### src/rtl/uart_ram_pkg.sv
// Shared definitions for the UART receive-to-RAM controller.
package uart_ram_pkg;

  localparam int FRAME_BITS = 10;
  localparam int DATA_BITS  = 8;
  localparam int BIT_CNT_W  = $clog2(DATA_BITS);

  localparam logic [2:0] ST_IDLE   = 3'd0;
  localparam logic [2:0] ST_START  = 3'd1;
  localparam logic [2:0] ST_DATA   = 3'd2;
  localparam logic [2:0] ST_STOP   = 3'd3;
  localparam logic [2:0] ST_SETTLE = 3'd4;
  localparam logic [2:0] ST_WRITE  = 3'd5;

  typedef enum logic [2:0] {
    S_IDLE   = ST_IDLE,
    S_START  = ST_START,
    S_DATA   = ST_DATA,
    S_STOP   = ST_STOP,
    S_SETTLE = ST_SETTLE,
    S_WRITE  = ST_WRITE
  } state_t;

endpackage

### src/rtl/baud_tick_gen.sv
// Loadable baud down-counter: tick while the count is 0, then reload one full bit period.
module baud_tick_gen #(
  parameter int CLKS_PER_BIT = 5208,
  parameter int CNT_W        = $clog2(CLKS_PER_BIT)
) (
  input  logic             clk,
  input  logic             rst,
  input  logic             load,
  input  logic [CNT_W-1:0] load_val,
  output logic             tick
);

  logic [CNT_W-1:0] cnt;

  // Count down; an explicit load takes priority over the automatic reload at zero.
  always_ff @(posedge clk or posedge rst) begin
    if (rst) begin
      cnt <= '0;
    end else if (load) begin
      cnt <= load_val;
    end else if (cnt == '0) begin
      cnt <= CNT_W'(CLKS_PER_BIT - 1);
    end else begin
      cnt <= cnt - 1'b1;
    end
  end

  assign tick = (cnt == '0);

endmodule

### src/rtl/uart_rx_ram_ctrl.sv
// Sequences an external 8N1 frame shift register and stores each good byte to RAM.
// Handshake: shift_en is a one-cycle strobe qualifying shift_bit; ram_we is a one-cycle
// strobe qualifying ram_addr/ram_data. Neither side can stall, so there is no ready.
module uart_rx_ram_ctrl
  import uart_ram_pkg::*;
#(
  parameter int CLKS_PER_BIT = 5208,
  parameter int ADDR_W       = 5
) (
  input  logic              CLOCK_50,
  input  logic              reset,
  input  logic              rx,
  input  logic              clear,
  input  logic [7:0]        frame_data,
  output logic              shift_en,
  output logic              shift_bit,
  output logic              ram_we,
  output logic [ADDR_W-1:0] ram_addr,
  output logic [7:0]        ram_data,
  output logic              busy,
  output logic              full,
  output logic              overflow,
  output logic              frame_err
);

  localparam int               CNT_W    = $clog2(CLKS_PER_BIT);
  localparam logic [ADDR_W-1:0] ADDR_MAX = '1;

  state_t                 state;
  state_t                 state_nxt;
  logic                   rx_meta;
  logic                   rx_s;
  logic                   armed;
  logic [BIT_CNT_W-1:0]   bit_cnt;
  logic                   settle_cnt;
  logic                   baud_load;
  logic                   baud_tick;
  logic [ADDR_W-1:0]      addr;
  logic                   stop_bad;

  baud_tick_gen #(
    .CLKS_PER_BIT (CLKS_PER_BIT),
    .CNT_W        (CNT_W)
  ) u_baud (
    .clk      (CLOCK_50),
    .rst      (reset),
    .load     (baud_load),
    .load_val (CNT_W'(CLKS_PER_BIT / 2)),
    .tick     (baud_tick)
  );

  // Two-flop synchroniser; resets to the idle-high line level so reset never looks like a start bit.
  always_ff @(posedge CLOCK_50 or posedge reset) begin
    if (reset) begin
      rx_meta <= 1'b1;
      rx_s    <= 1'b1;
    end else begin
      rx_meta <= rx;
      rx_s    <= rx_meta;
    end
  end

  // State register.
  always_ff @(posedge CLOCK_50 or posedge reset) begin
    if (reset) state <= S_IDLE;
    else       state <= state_nxt;
  end

  assign stop_bad = (state == S_STOP) && baud_tick && !rx_s;

  // Next-state and strobe decode.
  always_comb begin
    state_nxt = state;
    baud_load = 1'b0;
    shift_en  = 1'b0;
    shift_bit = 1'b0;
    ram_we    = 1'b0;
    busy      = (state != S_IDLE);
    case (state)
      S_IDLE: begin
        if (armed && !rx_s) begin
          baud_load = 1'b1;
          state_nxt = S_START;
        end
      end
      S_START: begin
        if (baud_tick) begin
          if (rx_s) begin
            state_nxt = S_IDLE;
          end else begin
            shift_en  = 1'b1;
            shift_bit = 1'b0;
            state_nxt = S_DATA;
          end
        end
      end
      S_DATA: begin
        if (baud_tick) begin
          shift_en  = 1'b1;
          shift_bit = rx_s;
          if (bit_cnt == BIT_CNT_W'(DATA_BITS - 1)) state_nxt = S_STOP;
        end
      end
      S_STOP: begin
        if (baud_tick) begin
          shift_en  = 1'b1;
          shift_bit = rx_s;
          state_nxt = rx_s ? S_SETTLE : S_IDLE;
        end
      end
      S_SETTLE: begin
        if (settle_cnt) state_nxt = S_WRITE;
      end
      S_WRITE: begin
        ram_we    = !full && !clear;
        state_nxt = S_IDLE;
      end
      default: state_nxt = S_IDLE;
    endcase
  end

  // Data-bit counter, only meaningful while in DATA.
  always_ff @(posedge CLOCK_50 or posedge reset) begin
    if (reset)                  bit_cnt <= '0;
    else if (state != S_DATA)   bit_cnt <= '0;
    else if (baud_tick)         bit_cnt <= bit_cnt + 1'b1;
  end

  // Two-cycle settle timer letting the shift register's registered output catch up.
  always_ff @(posedge CLOCK_50 or posedge reset) begin
    if (reset)                   settle_cnt <= 1'b0;
    else if (state == S_SETTLE)  settle_cnt <= ~settle_cnt;
    else                         settle_cnt <= 1'b0;
  end

  // Start detection is disarmed after a framing error until the line has been seen high (break handling).
  always_ff @(posedge CLOCK_50 or posedge reset) begin
    if (reset)         armed <= 1'b0;
    else if (stop_bad) armed <= 1'b0;
    else if (rx_s)     armed <= 1'b1;
  end

  // Capture the received byte at the end of SETTLE so it is stable through WRITE.
  always_ff @(posedge CLOCK_50 or posedge reset) begin
    if (reset)                                ram_data <= '0;
    else if (state == S_SETTLE && settle_cnt) ram_data <= frame_data;
  end

  // Write address and sticky flags; clear overrides everything including a pending write.
  always_ff @(posedge CLOCK_50 or posedge reset) begin
    if (reset) begin
      addr      <= '0;
      full      <= 1'b0;
      overflow  <= 1'b0;
      frame_err <= 1'b0;
    end else if (clear) begin
      addr      <= '0;
      full      <= 1'b0;
      overflow  <= 1'b0;
      frame_err <= 1'b0;
    end else begin
      if (stop_bad) frame_err <= 1'b1;
      if (state == S_WRITE) begin
        if (full)                  overflow <= 1'b1;
        else if (addr == ADDR_MAX) full     <= 1'b1;
        else                       addr     <= addr + 1'b1;
      end
    end
  end

  assign ram_addr = addr;

endmodule

### config.mk
export PLATFORM = sky130hd
export DESIGN_NAME = uart_rx_ram_ctrl
export DESIGN_NICKNAME = d
export VERILOG_FILES = /design/src/rtl/uart_ram_pkg.sv /design/src/rtl/baud_tick_gen.sv /design/src/rtl/uart_rx_ram_ctrl.sv
export SDC_FILE = /design/constraint.sdc
export NUM_CORES = 1
export LEC_CHECK = 0
export CORE_MARGIN = 2
export CORE_UTILIZATION = 30
export CTS_BUF_LIST = sky130_fd_sc_hd__clkbuf_2 sky130_fd_sc_hd__clkbuf_4 sky130_fd_sc_hd__clkbuf_8
export DETAILED_ROUTE_END_ITERATION = 8
export PLACE_DENSITY_LB_ADDON = 0.3
export SYNTH_ARGS = -nofsm -noshare
export SYNTH_HDL_FRONTEND = slang
export SYNTH_SLANG_ARGS = --single-unit
### constraint.sdc
create_clock -name CLOCK_50 -period 7.47 [get_ports CLOCK_50]
set_clock_uncertainty 0.05 [all_clocks]
set_input_delay 1.494 -clock CLOCK_50 [delete_from_list [all_inputs] [get_ports CLOCK_50]]
set_output_delay 1.494 -clock CLOCK_50 [all_outputs]
set_load 0.01 [all_outputs]
== Yosys cells after proc, flatten, opt, wreduce, memory -nomap -nowiden ==
Cells that the tools add are included.

* Output and inout port bits: 20
* Input bits: 12
* Register bits after elaboration: 39

* Reductions and logical operators: 20
* $add $sub $neg: 3
* Bitwise gates (word level): 1
* Multiplexer cells: 38
* Eq/ne operators: 16

{| class="wikitable"
|+ Operators with widths
! cell !! count
|-
| $mux W3 || 9
|-
| $mux W13 || 2
|-
| $mux W1 || 20
|-
| $mux W5 || 4
|-
| $ne A2 B2 Y1 const B || 8
|-
| $pmux W3 S5 || 1
|-
| $logic_not A13 Y1 || 1
|-
| $sub A13 B1 Y13 const B || 1
|-
| $reduce_bool A2 Y1 || 5
|-
| $eq A3 B3 Y1 const B || 3
|-
| $eq A3 B2 Y1 const B || 2
|-
| $reduce_and A6 Y1 || 1
|-
| $add A5 B1 Y5 const B || 1
|-
| $eq A5 B5 Y1 const B || 1
|-
| $logic_and A1 B1 Y1 || 5
|-
| $add A3 B1 Y3 const B || 1
|-
| $eq A3 B1 Y1 const B || 1
|-
| $logic_not A1 Y1 || 3
|-
| $logic_not A3 Y1 || 1
|-
| $ne A3 B2 Y1 const B || 1
|-
| $reduce_and A3 Y1 || 1
|-
| $reduce_bool A3 Y1 || 1
|-
| $mux W2 || 1
|-
| $pmux W1 S2 || 1
|-
| 3 further kinds || 3
|}

== Longest topological paths before layout ==
* Word-level depth: 5
* Gate-level depth with buffers: 8
* Gate-level depth less buffers: 6

== Hierarchy ==
Synthesis repeated with hierarchy kept, for this count alone.

* Cells, all modules: 190
* Area, all modules: 1996.9 um^2

{| class="wikitable"
|+ By module, submodules not included
! module !! cells an instance !! instances !! area an instance (um^2) !! sequential area each (um^2)
|-
| uart_rx_ram_ctrl || 108 || 1 || 1211.2 || 653.1
|-
| baud_tick_gen || 82 || 1 || 785.8 || 325.3
|}

== Least setup slack after synthesis ==
OpenSTA, ideal clock, no wires.

* Path kind: reg-to-output
* Start point: reg u_baud.cnt[0]
* End point: out shift_en
* Arrival: 1.974 ns
* Slack: 3.952 ns
* Stages on the path, launching flop included: 8
* Path buffers: 2
* Cell sequence: dfrtp_1 > inv_1 > ha_1 > or4b_1 > or4_4 > buf_6 > buf_8 > nor3_4

* Longest elaborated chain between the ends: 3

{| class="wikitable"
|+ RTL lines
! element !! line !! RTL
|-
| start, declared || baud_tick_gen.sv:13 || <nowiki>logic [CNT_W-1:0] cnt;</nowiki>
|-
| start signal, assigned || baud_tick_gen.sv:20 || <nowiki>cnt <= load_val;</nowiki>
|-
| start signal, assigned || baud_tick_gen.sv:22 || <nowiki>cnt <= CNT_W'(CLKS_PER_BIT - 1);</nowiki>
|-
| start signal, assigned || baud_tick_gen.sv:24 || <nowiki>cnt <= cnt - 1'b1;</nowiki>
|-
| $logic_not A13 Y1 (*) || baud_tick_gen.sv:28 || <nowiki>assign tick = (cnt == '0);</nowiki>
|-
| $mux W1, on equally long branches || uart_rx_ram_ctrl.sv:98, uart_rx_ram_ctrl.sv:105, uart_rx_ram_ctrl.sv:87 ||
|-
| $pmux W1 S2 (*) || uart_rx_ram_ctrl.sv:79 || <nowiki>case (state)</nowiki>
|-
| end, declared || uart_rx_ram_ctrl.sv:15 || <nowiki>output logic shift_en,</nowiki>
|}

Every way passes the cells marked *; elsewhere a longest branch is shown, timed or not.

== Final worst setup path ==
* Start point: in clear
* End point: out ram_we

* Longest elaborated chain between the ends: 3

{| class="wikitable"
|+ RTL lines
! element !! line !! RTL
|-
| start, declared || uart_rx_ram_ctrl.sv:13 || <nowiki>input logic clear,</nowiki>
|-
| $logic_not A1 Y1 || uart_rx_ram_ctrl.sv:115 || <nowiki>ram_we = !full && !clear;</nowiki>
|-
| $logic_and A1 B1 Y1 || uart_rx_ram_ctrl.sv:115 ||
|-
| $mux W1 || uart_rx_ram_ctrl.sv:79 ||
|-
| end, declared || uart_rx_ram_ctrl.sv:17 || <nowiki>output logic ram_we,</nowiki>
|}

No other way between the ends.

==> impl_metrics.csv <==
group,metric,value,unit
run_status,status,"finished, final reports clean",
critical_path,crit_chain,"clkdlybuf4s50_1 > nor3_1 > clkdlybuf4s50_1",
sta,finalSetupViolCount,0,
routing,dr_total_vias,1328,
clock_network,root_buffer,"clkbuf_8",
synth,yosys_most_used_dff,"dfrtp_1",
pwr,power_density,238,nW/um^2
layout,finalNetCount,217,
pwr,irDropWorstVdd,0.000110,V
die,core,5960,sq um
clock_network,clkTransAtPathRegs,0.08,ns
placed_design,portBuffers,31,
clock_network,cts_hold_repair.buffers,0,
critical_path,critical_path_class,"in2out",
critical_path,cp_max_fo,9,
layout,drive_gt1_share,13.0,%
clock_network,cts_setup_buffers,0,
sta,max_freq,226,MHz
clock_network,clock_path_buffers,2,
sta,period_share,59.4,%
routing,routed_wl,3710,um
routing,first_iter_violations,63,
clock_network,clk_latency,0.29,ns
layout,fin_cells,275,
placed_design,hpwlAfterDp,2520,um
clock_network,cts_tree,"built",
worst_hold_path,holdPathStages,0,
sta,hold_violations,0,
sta,final.setup.tns,0,ns
grt,gr-total-overflow,0,
routing,vias_per_cell,4.83,
clock_network,htreeDepth,2,
grt,grt_pass1_wl,6580,um
sta,report.final.slew_viol_count,0,
critical_path,cp.arrival,2.89,ns
placed_design,placedCellCount,267,
clock_network,cts_resized,0,
die,die_h,82.9,um
clock_network,cts_sinks,39,
layout,num_antenna_cells,0,
job,maxCapViolations,0,
layout,area_delta_synth_final,25.5,%
routing,dr.pass1.iters,4,
critical_path,setup.worst_path.end_class,"output pin",
critical_path,max_stage_delay,0.58,ns
grt,grt_max_degree,40,
critical_path,cp-startpoint,"clear",
critical_path,r2r-end,"bit_cnt[1]",
routing,wl_per_cell,13.5,um
worst_hold_path,holdCritPathClass,"reg2reg",
die,die_w,82.9,um
placed_design,gp_congestion,0.751,
grt,antenna_found_initial,0,
critical_path,r2r-start,"u_baud.cnt[0]",
grt,grt.total_usage,11.8,%
routing,antenna_left,0,
sta,slew_headroom,57.6,%
critical_path,cp-endpoint,"ram_we",
critical_path,cpMostUsedCell,"clkdlybuf4s50_1",
synth,syn_inst,169,
synth,yosys_warnings,0,
synth,synth_edf_count,0,
layout,design_area,2340,sq um
synth,ys_types,39,
critical_path,start_kind,"input pin",
synth,seq_area_frac_synth,52.4,%
die,rows,28,
routing,drcViolationCount,0,
placed_design,place_area,2230,sq um
sta,post-route-min-period,4.43,ns
synth,synthArstFlopShare,100,%
die,die-area,6870,sq um
critical_path,crit_required,5.93,ns
critical_path,cp_slowest_cell,"clkdlybuf4s50_1",
synth,syn_nets,187,
critical_path,reg2reg_slack,5.30,ns
synth,syn_area,1870,sq um
grt,first_global_vias,1397,
sta,grt_setup_unrepaired,"no",
die,start_util,31.3,%
sta,tightest_slew,0.632,ns
critical_path,ff2ff_path_depth,6,
pwr,p_leak,1.01,nW
clock_network,numCtsBuffers,5,
synth,synth_seq_cells,39,
synth,syn_area_per_cell,11.0,sq um
die,ios,32,
cells in the final DEF, fill, tap and decap left out, types with 4 or more instances in the layout:
| master | n |
|---|---|
| nand2_1 | 5 |
| clkbuf_8 | 6 |
| dfrtp_1 | 37 |
| ha_1 | 6 |
| clkdlybuf4s50_1 | 31 |
| xnor2_1 | 10 |
| nor3_1 | 10 |
| inv_1 | 5 |
| nand3_1 | 6 |
| a21oi_1 | 8 |
| nor2_1 | 19 |
| mux2i_1 | 4 |
| mux2_2 | 8 |
| o21ai_0 | 5 |
sequential cells by signal, indices dropped and copies added (netlist names):
signal and count:
overflow 1, armed 1, bit_cnt 3, rx_s 1
full 1, u_baud.cnt 13, state 3, ram_addr 5
rx_meta 1, ram_data 8, settle_cnt 1, frame_err 1
worst max-delay path, delay by kind of cell:
family	cells	cell delay, ns
buffers and inverters	2	1.15
and+or+nand+nor	1	0.25
per-stage QoR:
stage / utilization [%] / power, mW / worst slack (ns) / hold WS [ns]
finish: 39.3 / 0.558 / 3.04 / 0.309
global route: 39.3 / 0.593 / 2.95 / 0.322
CTS: 39.3 / 0.566 / 3.02 / 0.312
detailed placement: 37.4 / 0.379 / 3.03 / 0.301
global placement: 37.4 / 0.375 / 3.08 / 0.296
floorplan: - / 0.351 / 3.95 / 0.295
layer usage:
layer | up-vias | part of all wire [%] | track usage (%)
li1 | 647 | - | -
met4 | 0 | 2.1 | 5.66
met2 | 28 | 45 | 17.8
met3 | 8 | 4.7 | 3.28
met5 | - | 0 | 0
met1 | 645 | 48 | 15.7
how the worst min path moves through the flow:
stage	end	from	slack, ns
after floorplan	rx_s	rx_meta	0.30
after global placement	rx_s	rx_meta	0.30
after detailed placement	rx_s	rx_meta	0.30
after CTS	rx_s	rx_meta	0.31
after global routing	rx_s	rx_meta	0.32
final	rx_s	rx_meta	0.31
synthesized netlist by cell type (2+ instances only):
master     n  share of area [%]
inv_1      5                1.0
nand2_1    5                1.0
nand2b_1   2               0.67
ha_1       6                4.0
dfrtp_1   37                 50
xor2_1     3                1.4
o21ai_0    5                1.3
mux2_2     8                4.8
xnor2_1   10                4.7
nand3_1    6                1.6
or4_4      2                1.2
nor3_1    10                2.7
a21oi_2    2               0.94
nor2_1    19                3.8
and3_1     2               0.67
or3_1      3                1.0
dfstp_2    2                2.8
a21oi_1    8                2.1
a31oi_1    3                1.0
mux2i_1    4                2.1
nor2b_1    2               0.67
clkbuf_1   6                1.2
nor4_1     3                1.0
logic make-up after synthesis:
logic type	after synthesis	synth area share, %
XOR/XNOR	13	6.10
multiplexers	12	6.97
buffers and inverters	14	3.82
flip-flops	39	52.4
AND/OR/NAND/NOR	63	19.4
adder cells (fa/ha/maj)	6	4.02
AO/OA/AOI/OAI	22	7.31
cell type report:
cell class / instances / area [sq um]
Clock buffer: 6 / 82.6
Clock inverter: 2 / 35.0
Fill cell: 615 / 3610
Inverter: 5 / 18.8
Multi-Input combinational cell: 116 / 817
Sequential cell: 39 / 978
Tap cell: 75 / 93.8
Timing Repair Buffer: 32 / 318
report_power, final:
part           internal, mW  switching (mW)
clock                 0.108          0.0769
sequential            0.239          0.0315
combinational        0.0515          0.0511
total                 0.399           0.159
Power figures use the tool's default switching activity.
